==> src/rtl/div_pkg.sv <==
// Shared definitions for the multi-cycle divider slice.
//   state_t       : controller states IDLE / BUSY / DONE
//   DIV_UNSIGNED  : signed_div value for DIVU (matches the immediate zero-extend select)
//   DIV_SIGNED    : signed_div value for DIV  (matches the immediate sign-extend select)
//   DIV_ZERO_QUO  : quotient delivered when the divisor is zero
package div_pkg;

    typedef enum logic [1:0] {
        IDLE = 2'd0,
        BUSY = 2'd1,
        DONE = 2'd2
    } state_t;

    localparam logic DIV_UNSIGNED = 1'b0;
    localparam logic DIV_SIGNED   = 1'b1;

    localparam logic [31:0] DIV_ZERO_QUO = 32'hFFFF_FFFF;

endpackage

==> src/rtl/div_ctrl_if.sv <==
// Decoder <-> divider handshake bundle.
//   start, signed_div, a, b, annul : driven by the decoder (master)
//   busy, valid, hi, lo            : driven by the divider (slave)
interface div_ctrl_if
    import div_pkg::*;
#(
    parameter int WIDTH = 32
);
    logic             start;
    logic             signed_div;
    logic [WIDTH-1:0] a;
    logic [WIDTH-1:0] b;
    logic             annul;
    logic             busy;
    logic             valid;
    logic [WIDTH-1:0] hi;
    logic [WIDTH-1:0] lo;

    modport master (
        output start, signed_div, a, b, annul,
        input  busy, valid, hi, lo
    );

    modport slave (
        input  start, signed_div, a, b, annul,
        output busy, valid, hi, lo
    );
endinterface

==> src/rtl/div_step.sv <==
// One combinational restoring-division step.
//   rem_in  : partial remainder (always < divisor for a nonzero divisor)
//   quo_in  : dividend bits still to be shifted in, MSB first; quotient bits fill from the LSB
//   divisor : divisor magnitude
//   rem_out : updated partial remainder
//   quo_out : quo_in shifted left by one with the new quotient bit in bit 0
module div_step
    import div_pkg::*;
#(
    parameter int WIDTH = 32
) (
    input  logic [WIDTH-1:0] rem_in,
    input  logic [WIDTH-1:0] quo_in,
    input  logic [WIDTH-1:0] divisor,
    output logic [WIDTH-1:0] rem_out,
    output logic [WIDTH-1:0] quo_out
);

    logic [WIDTH:0] shifted;
    logic [WIDTH:0] trial;

    // One extra bit keeps the shifted remainder exact; since rem_in < divisor,
    // bit WIDTH of the trial difference is set exactly when it went negative.
    always_comb begin
        shifted = {rem_in, quo_in[WIDTH-1]};
        trial   = shifted - {1'b0, divisor};
        if (trial[WIDTH]) begin
            rem_out = shifted[WIDTH-1:0];
            quo_out = {quo_in[WIDTH-2:0], 1'b0};
        end else begin
            rem_out = trial[WIDTH-1:0];
            quo_out = {quo_in[WIDTH-2:0], 1'b1};
        end
    end

endmodule

==> src/rtl/div_ctrl.sv <==
// Sequencing controller for the EX-stage MIPS DIV/DIVU divider.
// Accepts a divide, stalls the pipeline for WIDTH restoring iterations,
// applies the result signs and registers hi (remainder) / lo (quotient).
// Ports:
//   clk  : clock, rising edge
//   rst  : synchronous reset, active-high
//   bus  : div_ctrl_if.slave (start, signed_div, a, b, annul in; busy, valid, hi, lo out)
// Build option:
//   DIV_ZERO_FAST_EN : when defined, a zero divisor skips BUSY and goes straight to DONE.
//
// state | meaning
// ------+-------------------------------------------------------------
// IDLE  | waiting for start; operands latched on the accepting cycle
// BUSY  | one quotient bit per cycle, counter 0..WIDTH-1, busy=1
// DONE  | sign fix-up, hi/lo written, valid pulses the cycle after
module div_ctrl
    import div_pkg::*;
#(
    parameter int WIDTH = 32
) (
    input  logic       clk,
    input  logic       rst,
    div_ctrl_if.slave  bus
);

    localparam int CW = $clog2(WIDTH);

    state_t           state;
    state_t           state_nx;
    logic [CW-1:0]    cnt;

    logic [WIDTH-1:0] rem_q;
    logic [WIDTH-1:0] quo_q;
    logic [WIDTH-1:0] dvsr_q;
    logic [WIDTH-1:0] a_q;
    logic             quo_neg_q;
    logic             rem_neg_q;
    logic             dz_q;

    logic [WIDTH-1:0] hi_q;
    logic [WIDTH-1:0] lo_q;
    logic             valid_q;

    logic             busy;
    logic             load;
    logic             step_en;
    logic             wr_res;

    logic [WIDTH-1:0] a_mag;
    logic [WIDTH-1:0] b_mag;
    logic [WIDTH-1:0] rem_nx;
    logic [WIDTH-1:0] quo_nx;

    always_ff @(posedge clk) begin
        if (rst) state <= IDLE;
        else     state <= state_nx;
    end

    always_comb begin
        state_nx = state;
        case (state)
            IDLE: begin
                if (bus.start && !bus.annul) begin
`ifdef DIV_ZERO_FAST_EN
                    state_nx = (bus.b == '0) ? DONE : BUSY;
`else
                    state_nx = BUSY;
`endif
                end
            end
            BUSY: begin
                if (bus.annul)                      state_nx = IDLE;
                else if (cnt == CW'(WIDTH - 1))     state_nx = DONE;
            end
            DONE:    state_nx = IDLE;
            default: state_nx = IDLE;
        endcase
    end

    always_comb begin
        busy    = (state == BUSY);
        load    = (state == IDLE) && bus.start && !bus.annul;
        step_en = (state == BUSY) && !bus.annul;
        wr_res  = (state == DONE) && !bus.annul;
    end

    always_ff @(posedge clk) begin
        if (rst)          cnt <= '0;
        else if (step_en) cnt <= cnt + CW'(1);
        else              cnt <= '0;
    end

    // -2^(W-1) negates to itself, which is exactly its unsigned magnitude.
    always_comb begin
        a_mag = bus.a;
        b_mag = bus.b;
        if (bus.signed_div == DIV_SIGNED) begin
            if (bus.a[WIDTH-1]) a_mag = -bus.a;
            if (bus.b[WIDTH-1]) b_mag = -bus.b;
        end
    end

    div_step #(.WIDTH(WIDTH)) u_step (
        .rem_in  (rem_q),
        .quo_in  (quo_q),
        .divisor (dvsr_q),
        .rem_out (rem_nx),
        .quo_out (quo_nx)
    );

    always_ff @(posedge clk) begin
        if (rst) begin
            rem_q     <= '0;
            quo_q     <= '0;
            dvsr_q    <= '0;
            a_q       <= '0;
            quo_neg_q <= 1'b0;
            rem_neg_q <= 1'b0;
            dz_q      <= 1'b0;
        end else if (load) begin
            rem_q     <= '0;
            quo_q     <= a_mag;
            dvsr_q    <= b_mag;
            a_q       <= bus.a;
            quo_neg_q <= (bus.signed_div == DIV_SIGNED) && (bus.a[WIDTH-1] ^ bus.b[WIDTH-1]);
            rem_neg_q <= (bus.signed_div == DIV_SIGNED) && bus.a[WIDTH-1];
            dz_q      <= (bus.b == '0);
        end else if (step_en) begin
            rem_q     <= rem_nx;
            quo_q     <= quo_nx;
        end
    end

    always_ff @(posedge clk) begin
        if (rst) begin
            hi_q    <= '0;
            lo_q    <= '0;
            valid_q <= 1'b0;
        end else begin
            valid_q <= wr_res;
            if (wr_res) begin
                if (dz_q) begin
                    lo_q <= DIV_ZERO_QUO[WIDTH-1:0];
                    hi_q <= a_q;
                end else begin
                    lo_q <= quo_neg_q ? -quo_q : quo_q;
                    hi_q <= rem_neg_q ? -rem_q : rem_q;
                end
            end
        end
    end

    assign bus.busy  = busy;
    assign bus.valid = valid_q;
    assign bus.hi    = hi_q;
    assign bus.lo    = lo_q;

endmodule

==> src/flat_wrapper.sv <==
// flat-port wrapper written by rule: the top's interface ports become plain ports
module div_ctrl_flat import div_pkg::*;
#(
    parameter int WIDTH = 32
)
  (clk, rst, bus_start, bus_signed_div, bus_a, bus_b, bus_annul, bus_busy, bus_valid, bus_hi, bus_lo);
  div_ctrl_if #(.WIDTH(WIDTH)) bus_i ();
  input  logic clk;
  input  logic rst;
  input wire logic [$bits(bus_i.start)-1:0] bus_start;
  input wire logic [$bits(bus_i.signed_div)-1:0] bus_signed_div;
  input wire logic [$bits(bus_i.a)-1:0] bus_a;
  input wire logic [$bits(bus_i.b)-1:0] bus_b;
  input wire logic [$bits(bus_i.annul)-1:0] bus_annul;
  output wire logic [$bits(bus_i.busy)-1:0] bus_busy;
  output wire logic [$bits(bus_i.valid)-1:0] bus_valid;
  output wire logic [$bits(bus_i.hi)-1:0] bus_hi;
  output wire logic [$bits(bus_i.lo)-1:0] bus_lo;
  assign bus_i.start = bus_start;
  assign bus_i.signed_div = bus_signed_div;
  assign bus_i.a = bus_a;
  assign bus_i.b = bus_b;
  assign bus_i.annul = bus_annul;
  assign bus_busy = bus_i.busy;
  assign bus_valid = bus_i.valid;
  assign bus_hi = bus_i.hi;
  assign bus_lo = bus_i.lo;
  div_ctrl #(.WIDTH(WIDTH)) u_core (.clk(clk), .rst(rst), .bus(bus_i));
endmodule
==> config.mk <==
export PLATFORM = sky130hd
export DESIGN_NAME = div_ctrl_flat
export DESIGN_NICKNAME = d
export VERILOG_FILES = /design/src/rtl/div_pkg.sv /design/src/rtl/div_ctrl_if.sv /design/src/rtl/div_step.sv /design/src/rtl/div_ctrl.sv /design/src/flat_wrapper.sv
export SDC_FILE = /design/constraint.sdc
export NUM_CORES = 1
export LEC_CHECK = 0
export BUFFER_PORTS_ARGS = -buffer_cell sky130_fd_sc_hd__buf_4
export CORE_MARGIN = 2
export CORE_UTILIZATION = 49
export DETAILED_ROUTE_END_ITERATION = 8
export PLACE_DENSITY = 0.69
export SLEW_MARGIN = 20
export SYNTH_ARGS = -nofsm -noshare
export SYNTH_HDL_FRONTEND = slang
export SYNTH_SLANG_ARGS = --single-unit
==> constraint.sdc <==
create_clock -name clk -period 4.7 [get_ports clk]
set_clock_uncertainty 0.1 [all_clocks]
set_input_delay 1.41 -clock clk [delete_from_list [all_inputs] [get_ports clk]]
set_output_delay 1.41 -clock clk [all_outputs]
set_load 0.01 [all_outputs]
==> metrics.csv, run 1 <==
stage,metric,value,unit
cts,clock sinks,203,
logic_synthesis,Synth Area in XOR/XNOR,0.1040,
cells_and_area,Util after Layout,0.5784,
sta,Setup TNS,0,ps
drt,routed vias/inst,5.772,
place,placed insts,2000,
cts,"Clk pin slew, worst setup/hold paths",60,ps
floorplanning,Chip Width,162.4,µm
power,Power Dens Cells,319.4,mW/mm²
cts,CTS Buf Count,24,
power,leakage,5.538,nW
cts,number of gates resized after cts,0,
drt,DR iter-0 viols,1023,
sta,slew of the pin with the lowest slew margin,1092,ps
global_routing,Total GRT Usage,0.2640,
sta,minimum clock period,3741,ps
drt,DR vias,11760,
logic_synthesis,Netlist cell types,72,
cts,Clock Tree Buf Depth,3,
power,sw power,1.366,mW
critical_path,critical-path cell list,buf_4 > or4_4 > or4_1 > or4_4 > nor2b_2 > and2_1 > a21oi_1 > xor2_1 > nor2_1 > a311oi_1,
floorplanning,cell row count,57,
sta,setup violators final,0,
logic_synthesis,Yosys reg bits,203,
global_routing,global route overflow,0,
cells_and_area,number of antenna diodes,0,
cells_and_area,most used cells in the layout excluding fill and tap cells,"nand2_1, dfxtp_1, nor2_1",
floorplanning,Starting Density,0.5025,
cells_and_area,"commonest non-fill, non-tap cell in the layout",nand2_1,
logic_synthesis,post-synthesis cell area,0.01229,mm²
run,Max-cap violations,0,
critical_path,CP endpoint kind,flop,
cells_and_area,share of cells above drive strength 1,0.1284,
power,Total Power,4.520,mW
logic_synthesis,"top cells by area, synth","dfxtp_1, nand2_1, a21oi_1",
critical_path,crit path max-delay cell type,or4_4,
floorplanning,io pins,135,
logic_synthesis,register area share after synthesis,0.3306,
cts,worst skew pair latency,540,ps
critical_path,Critical Path AT,4080,ps
critical_path,"most used cell, CP",or4_4,
drt,Total Routed Length,36110,µm
drt,Avg WL per Cell,17.72,µm
global_routing,largest net degree at the start of global routing,94,
power,combinational share of power,0.209,
logic_synthesis,mux contribution to synthesized area,0.02443,
sta,max_slew headroom,0.2708,
sta,fmax,0.2673,GHz
cells_and_area,Area Overhead vs Synth,15.10,%
place,GPL Wtd Cong,0.9022,
sta,"Slew Viols, Final",0,
critical_path,CP max stage delay,550,ps
logic_synthesis,post-synthesis average cell area,7.533,µm²
critical_path,Worst EP required,5040,ps
global_routing,antenna violations before repair,0,
cells_and_area,Post-Layout Cell Count,2038,
logic_synthesis,"EDFF count, synth",0,
cts,Hold Buf Count CTS,0,
critical_path,startpoint class of the critical path,input pin,
logic_synthesis,Synth Area in Simple Gates,0.2107,
logic_synthesis,Syn Inst Count,1632,
logic_synthesis,biggest area consumer among synthesized cells,dfxtp_1,
sta,Tcrit/Tclk final,0.7960,
cells_and_area,Finished Cell Area,0.01415,mm²
floorplanning,Die Ht,162.4,µm
status,run status,"finished, final reports clean",
critical_path,critical path class,in2reg,
sta,RSZ-0062 raised after global routing,no,
logic_synthesis,post-synth top area share,0.3306,
logic_synthesis,Synth Area in Compound Gates,0.2369,
place,Port Buffers,134,
cts,CTS root buf,clkbuf_16,
global_routing,vias in the first global route,10770,
power,Int Power,3.154,mW
worst_hold_path,hold crit path type,reg2reg,
cells_and_area,Final nets,1810,
drt,DR pass1 iterations,5,
critical_path,Top delay family on crit path,simple AND/OR/NAND/NOR gates,
cts,H-tree Lvls,1,
logic_synthesis,Ys Warns,0,
logic_synthesis,largest family of logic cells by synthesized area,compound AO/OA/AOI/OAI gates,
logic_synthesis,asr flop ratio synth,0,
floorplanning,full die area,0.02637,mm²
global_routing,first-pass GRT wire length,56600,µm
logic_synthesis,post-synthesis adder-cell area fraction,0.04031,
logic_synthesis,commonest register cell after synthesis,dfxtp_1,
drt,post-route ant nets,0,
logic_synthesis,Mapped Nets,1740,
critical_path,worst-path maximum fanout,6,
place,post-DP HPWL,26300,µm
power,sw frac,0.3022,
place,DP Area,0.01344,mm²
floorplanning,Core ar.,0.02446,mm²
critical_path,worst path bufs/invs,1,
cts,post-CTS setup buffer count,0,
drt,Residual DRC,0,
sta,count of final hold-check violations,0,
power,sequential power share,0.412,
cts,CTS tree,yes,
power,maximum vdd ir drop,226.6,µV
power,Clk pwr share,0.379,
==> kinds of logic (layout without fill, tap and decap cells) <==
kind of cell	after synthesis	count (layout)
AND/OR/NAND/NOR	584	584
adder cells (fa/ha/maj)	39	39
flip-flops	203	203
multiplexers	30	30
XOR/XNOR	146	146
buffers and inverters	167	249
AO/OA/AOI/OAI	463	463
==> through the flow <==
stage          setup slack (ps)  hold WS [ps]
6_report                  959.0         352.0
5_1_grt                   705.1         371.7
4_1_cts                    1008         352.3
3_5_place_dp              488.1         341.3
3_3_place_gp              532.8         334.5
2_1_floorplan             843.3         317.5
==> synth_stat cells, types with 10 or more instances <==
| master | number |
|---|---|
| a311oi_1 | 31 |
| nand2_1 | 283 |
| a211oi_1 | 41 |
| nand3_1 | 22 |
| clkbuf_1 | 92 |
| o31ai_1 | 26 |
| mux2i_1 | 30 |
| xnor2_1 | 83 |
| a21o_1 | 16 |
| o21ai_0 | 104 |
| buf_1 | 10 |
| and2_1 | 10 |
| ha_1 | 38 |
| nand2b_1 | 11 |
| nor3_1 | 18 |
| nor2_1 | 162 |
| xor2_1 | 63 |
| dfxtp_1 | 203 |
| nor4_1 | 16 |
| o22ai_1 | 27 |
| inv_1 | 59 |
| a21oi_1 | 148 |
| o41ai_1 | 13 |
==> area by class of cell <==
cell class	count	area, µm²
clock inverters	8	56.30
clock buffers	30	653.1
inverters	59	221.5
multi-input cells	1262	7595
fillers	2356	10310
flip-flops and latches	203	4065
repair buffers	152	1154
well taps	324	405.4
==> sequential cells by signal, summed over array words and instances, names as in the netlist <==
register	flops
u_core.rem_neg_q	1
u_core.quo_q	32
u_core.state	2
u_core.a_q	32
u_core.bus.hi	32
u_core.dz_q	1
u_core.bus.valid	1
u_core.cnt	5
u_core.quo_neg_q	1
u_core.bus.lo	32
u_core.dvsr_q	32
u_core.rem_q	32
==> power groups by stage <==
stage	combinational [mW]	sequential, mW	clock (mW)
3_3_place_gp	0.927	1.89	0
4_1_cts	0.939	1.86	1.74
5_1_grt	1.04	1.87	1.81
2_1_floorplan	0.703	1.87	0
6_report	0.946	1.86	1.71
3_5_place_dp	0.933	1.90	0
==> path summary, 6_finish.rpt <==
check | to | start | depth (start not counted) | slack (ps)
worst min-delay path | u_core.a_q[29] | u_core.a_q[29] | 2 | 350
worst max register to register | u_core.rem_q[17] | u_core.rem_q[12] | 11 | 1110
worst max-delay path | u_core.quo_q[29] | bus_a[7] | 10 | 960
worst min register to register | u_core.a_q[29] | u_core.a_q[29] | 2 | 350
==> worst reg2reg max path: stages (launching register included) <==
cell and delay (ps):
dfxtp_1 560, ha_1 390, a21oi_1 440, o211ai_1 200
a31oi_1 200, nor3_1 110, o21a_1 250, o21ai_1 320
and2_1 200, buf_4 320, mux2i_1 240, a21oi_1 90
==> layer usage <==
| metal | up-vias | GRT usage | wire, µm | part of all wire |
|---|---|---|---|---|
| met4 | 0 | 0.1050 | 1395 | 0.039 |
| met1 | 5500 | 0.3461 | 16110 | 0.45 |
| met2 | 326 | 0.4431 | 16750 | 0.46 |
| li1 | 5862 | - | - | - |
| met5 | - | 0 | 0 | 0 |
| met3 | 75 | 0.03310 | 1843 | 0.051 |
Note: power is estimated with default switching activity, not from simulation.
==> run 2, diff against run 1 <==
--- a/config.mk
+++ b/config.mk
@@ -5,11 +5,12 @@
 export SDC_FILE = /design/constraint.sdc
 export NUM_CORES = 1
 export LEC_CHECK = 0
+export ABC_AREA = 1
 export BUFFER_PORTS_ARGS = -buffer_cell sky130_fd_sc_hd__buf_4
 export CORE_MARGIN = 2
 export CORE_UTILIZATION = 49
 export DETAILED_ROUTE_END_ITERATION = 8
-export PLACE_DENSITY = 0.69
+export PLACE_DENSITY = 0.68
 export SLEW_MARGIN = 20
 export SYNTH_ARGS = -nofsm -noshare
 export SYNTH_HDL_FRONTEND = slang
==> constraint.sdc (replaced) <==
create_clock -name clk -period 3.71 [get_ports clk]
set_clock_uncertainty 0.1 [all_clocks]
set_input_delay 1.113 -clock clk [delete_from_list [all_inputs] [get_ports clk]]
set_output_delay 1.113 -clock clk [all_outputs]
set_load 0.01 [all_outputs]
==> run 2 against run 1 <==
  * Hold slack got worse by 8.4 ps
  * Die area increased by 13%
  * Critical path type is now reg2reg
  * Clock-buffer cell count grew 5
  * Sequential power is 26% higher
  * Global-route usage rose by 5.3 points
  * Cell count increased by 37%
==> metrics.csv, run 2 <==
stage,metric,value,unit
logic_synthesis,Yosys reg bits,203,
global_routing,Total GRT Usage,0.3173,
sta,Tcrit/Tclk final,0.8322,
worst_hold_path,hold crit path type,reg2reg,
logic_synthesis,Mapped Nets,2409,
critical_path,Top delay family on crit path,simple AND/OR/NAND/NOR gates,
logic_synthesis,most numerous cell in the Yosys netlist,nand2_1,
power,Total Power,6.449,mW
cts,H-tree Lvls,1,
cts,CTS Buf Count,25,
global_routing,antenna violations before repair,0,
sta,max_slew headroom,0.3484,
power,maximum vdd ir drop,298.0,µV
drt,Avg WL per Cell,17.40,µm
critical_path,CP max stage delay,420,ps
sta,count of final hold-check violations,0,
logic_synthesis,post-synthesis average cell area,6.049,µm²
cts,post-CTS setup buffer count,0,
sta,setup violators final,0,
global_routing,vias in the first global route,13510,
drt,DR iter-0 viols,1395,
power,leakage,7.874,nW
cts,CTS root buf,clkbuf_16,
critical_path,startpoint class of the critical path,flop,
critical_path,"most used cell, CP",nand2_2,
power,Power Dens Cells,401.0,mW/mm²
logic_synthesis,biggest area consumer among synthesized cells,dfxtp_1,
cts,number of gates resized after cts,0,
logic_synthesis,Syn Inst Count,2301,
sta,"Slew Viols, Final",0,
drt,post-route ant nets,0,
cts,clock sinks,203,
global_routing,global route overflow,0,
floorplanning,Starting Density,0.4997,
critical_path,Reg-to-Reg End,u_core.rem_q[9],
cells_and_area,Util after Layout,0.5772,
sta,fmax,0.3239,GHz
logic_synthesis,register area share after synthesis,0.2920,
critical_path,flop-to-flop setup slack,620,ps
critical_path,crit path max-delay cell type,buf_4,
critical_path,Worst EP required,4080,ps
drt,Residual DRC,0,
critical_path,CP endpoint kind,flop,
cts,Clock Tree Buf Depth,3,
sta,slew of the pin with the lowest slew margin,976.4,ps
cts,"Clk pin slew, worst setup/hold paths",60,ps
sta,RSZ-0062 raised after global routing,no,
cells_and_area,"commonest non-fill, non-tap cell in the layout",nand2_1,
critical_path,Worst R2R Start,u_core.quo_q[31],
logic_synthesis,Post-synth top cells,"nand2_1, inv_1, dfxtp_1",
drt,Total Routed Length,48550,µm
sta,minimum clock period,3088,ps
logic_synthesis,Netlist cell types,50,
floorplanning,io pins,135,
sta,Setup TNS,0,ps
place,GPL Wtd Cong,0.9441,
worst_hold_path,hold depth,1,
critical_path,worst-path maximum fanout,39,
floorplanning,cell row count,61,
place,Port Buffers,134,
cts,worst skew pair latency,530,ps
cells_and_area,share of cells above drive strength 1,0.1028,
cts,Hold Buf Count CTS,0,
place,placed insts,2747,
cells_and_area,Area Overhead vs Synth,15.52,%
cells_and_area,Final nets,2504,
logic_synthesis,Ys Warns,0,
cells_and_area,Post-Layout Cell Count,2791,
floorplanning,Die Ht,172.5,µm
logic_synthesis,"EDFF count, synth",0,
worst_hold_path,Hold Path Sink,u_core.cnt[0],
cells_and_area,fill count,2885,
logic_synthesis,"top cells by area, synth","dfxtp_1, nand2_1, inv_1",
floorplanning,full die area,0.02977,mm²
place,DP Area,0.01526,mm²
cells_and_area,number of antenna diodes,0,
global_routing,first-pass GRT wire length,76070,µm
floorplanning,Chip Width,172.5,µm
run,Max-cap violations,0,
critical_path,critical-path cell list,inv_1 > ha_1 > fa_1 > inv_1 > nand2_1 > nand2_1 > nand3_1 > nand2_2 > nand2_2 > nand2_2 > nand2_2 > nand2_1 > nand2_2 > nand2_2 > buf_4 > nand2_1 > o211ai_2 > nand2_1 > inv_1,
cells_and_area,most used cells in the layout excluding fill and tap cells,"nand2_1, inv_1, dfxtp_1",
status,run status,"finished, final reports clean",
drt,DR pass1 iterations,7,
logic_synthesis,commonest register cell after synthesis,dfxtp_1,
global_routing,largest net degree at the start of global routing,80,
logic_synthesis,post-synthesis cell area,0.01392,mm²
logic_synthesis,asr flop ratio synth,0,
critical_path,worst path bufs/invs,4,
critical_path,critical path class,reg2reg,
logic_synthesis,post-synth top area share,0.2920,
cells_and_area,Finished Cell Area,0.01608,mm²
critical_path,Critical Path AT,3460,ps
drt,routed vias/inst,5.402,
place,post-DP HPWL,37720,µm
floorplanning,Core ar.,0.02786,mm²
worst_hold_path,worst hold start,u_core.cnt[0],
critical_path,Reg2Reg Depth,19,
drt,DR vias,15080,
cts,CTS tree,yes,
-- run 2: cell count changes after synthesis, sizes merged, moves of 23 or more --
cell,delta
a211oi,-36
a21oi,+27
a311oi,-30
inv,+352
mux2i,-30
nand2,+317
nand3,+135
nand4,+23
nor2,+39
o211ai,+30
o21ai,+53
o31ai,-25
xnor2,-77
xor2,-29
-- run 2: per-stage QoR --
step,worst slack (ps),hold slack (ps)
after global routing,344.8,379.1
after floorplan,1015,313.5
after global placement,631.7,329.2
after CTS,655.2,352.3
after detailed placement,539.6,339.9
final,622.4,343.6
-- run 2: worst max-delay path by stage --
stage / to / cells past startpoint / startpoint / slack, ps
final: u_core.rem_q[9] / 19 / u_core.quo_q[31] / 620
after global routing: u_core.rem_q[6] / 19 / u_core.quo_q[31] / 340
after CTS: u_core.rem_q[9] / 19 / u_core.quo_q[31] / 660
after detailed placement: u_core.quo_q[26] / 14 / bus_a[1] / 540
after global placement: u_core.quo_q[22] / 16 / bus_a[1] / 630
after floorplan: u_core.quo_q[22] / 15 / bus_a[1] / 1010
-- run 2: logic make-up (layout without fill, tap and decap cells) --
| family | after synthesis | after routing | share of synthesized area |
|---|---|---|---|
| AO/OA/AOI/OAI | 462 | 462 | 0.1930 |
| XOR/XNOR | 40 | 40 | 0.02517 |
| adder cells (fa/ha/maj) | 39 | 39 | 0.03560 |
| buffers and inverters | 502 | 614 | 0.1370 |
| flip-flops | 203 | 203 | 0.2920 |
| AND/OR/NAND/NOR | 1055 | 1055 | 0.3173 |
-- run 2: cell type report --
type	instances	area, µm²	share of cell area
inverters	413	1550	0.09641
well taps	378	473.0	0.02941
multi-input cells	1596	7956	0.4948
repair buffers	157	1216	0.07563
clock inverters	9	127.6	0.007936
clock buffers	35	693.2	0.04311
flip-flops and latches	203	4064	0.2527
-- run 2: worst reg2reg max path: cells and delay by family (launching register included) --
family | cells | cell delay (ps)
adders and majority gates | 2 | 590
and+or+nand+nor | 12 | 1250
buffers and inverters | 4 | 640
DFF | 1 | 350
AOI/OAI and AO/OA | 1 | 90
-- run 2: report_power, final --
group	switching, mW	internal (mW)
Sequential	0.0776	2.26
Combinational	1.12	0.511
Clock	0.973	1.51
Total	2.17	4.28
-- run 2: routing by layer --
layer  GRT usage  vias to the layer above  share of wire
met4     0.06660                        0          0.018
met2      0.5169                      556           0.45
met3     0.03826                       51          0.070
met1      0.4511                     6870           0.46
met5           0                        -              0
li1            -                     7599              -
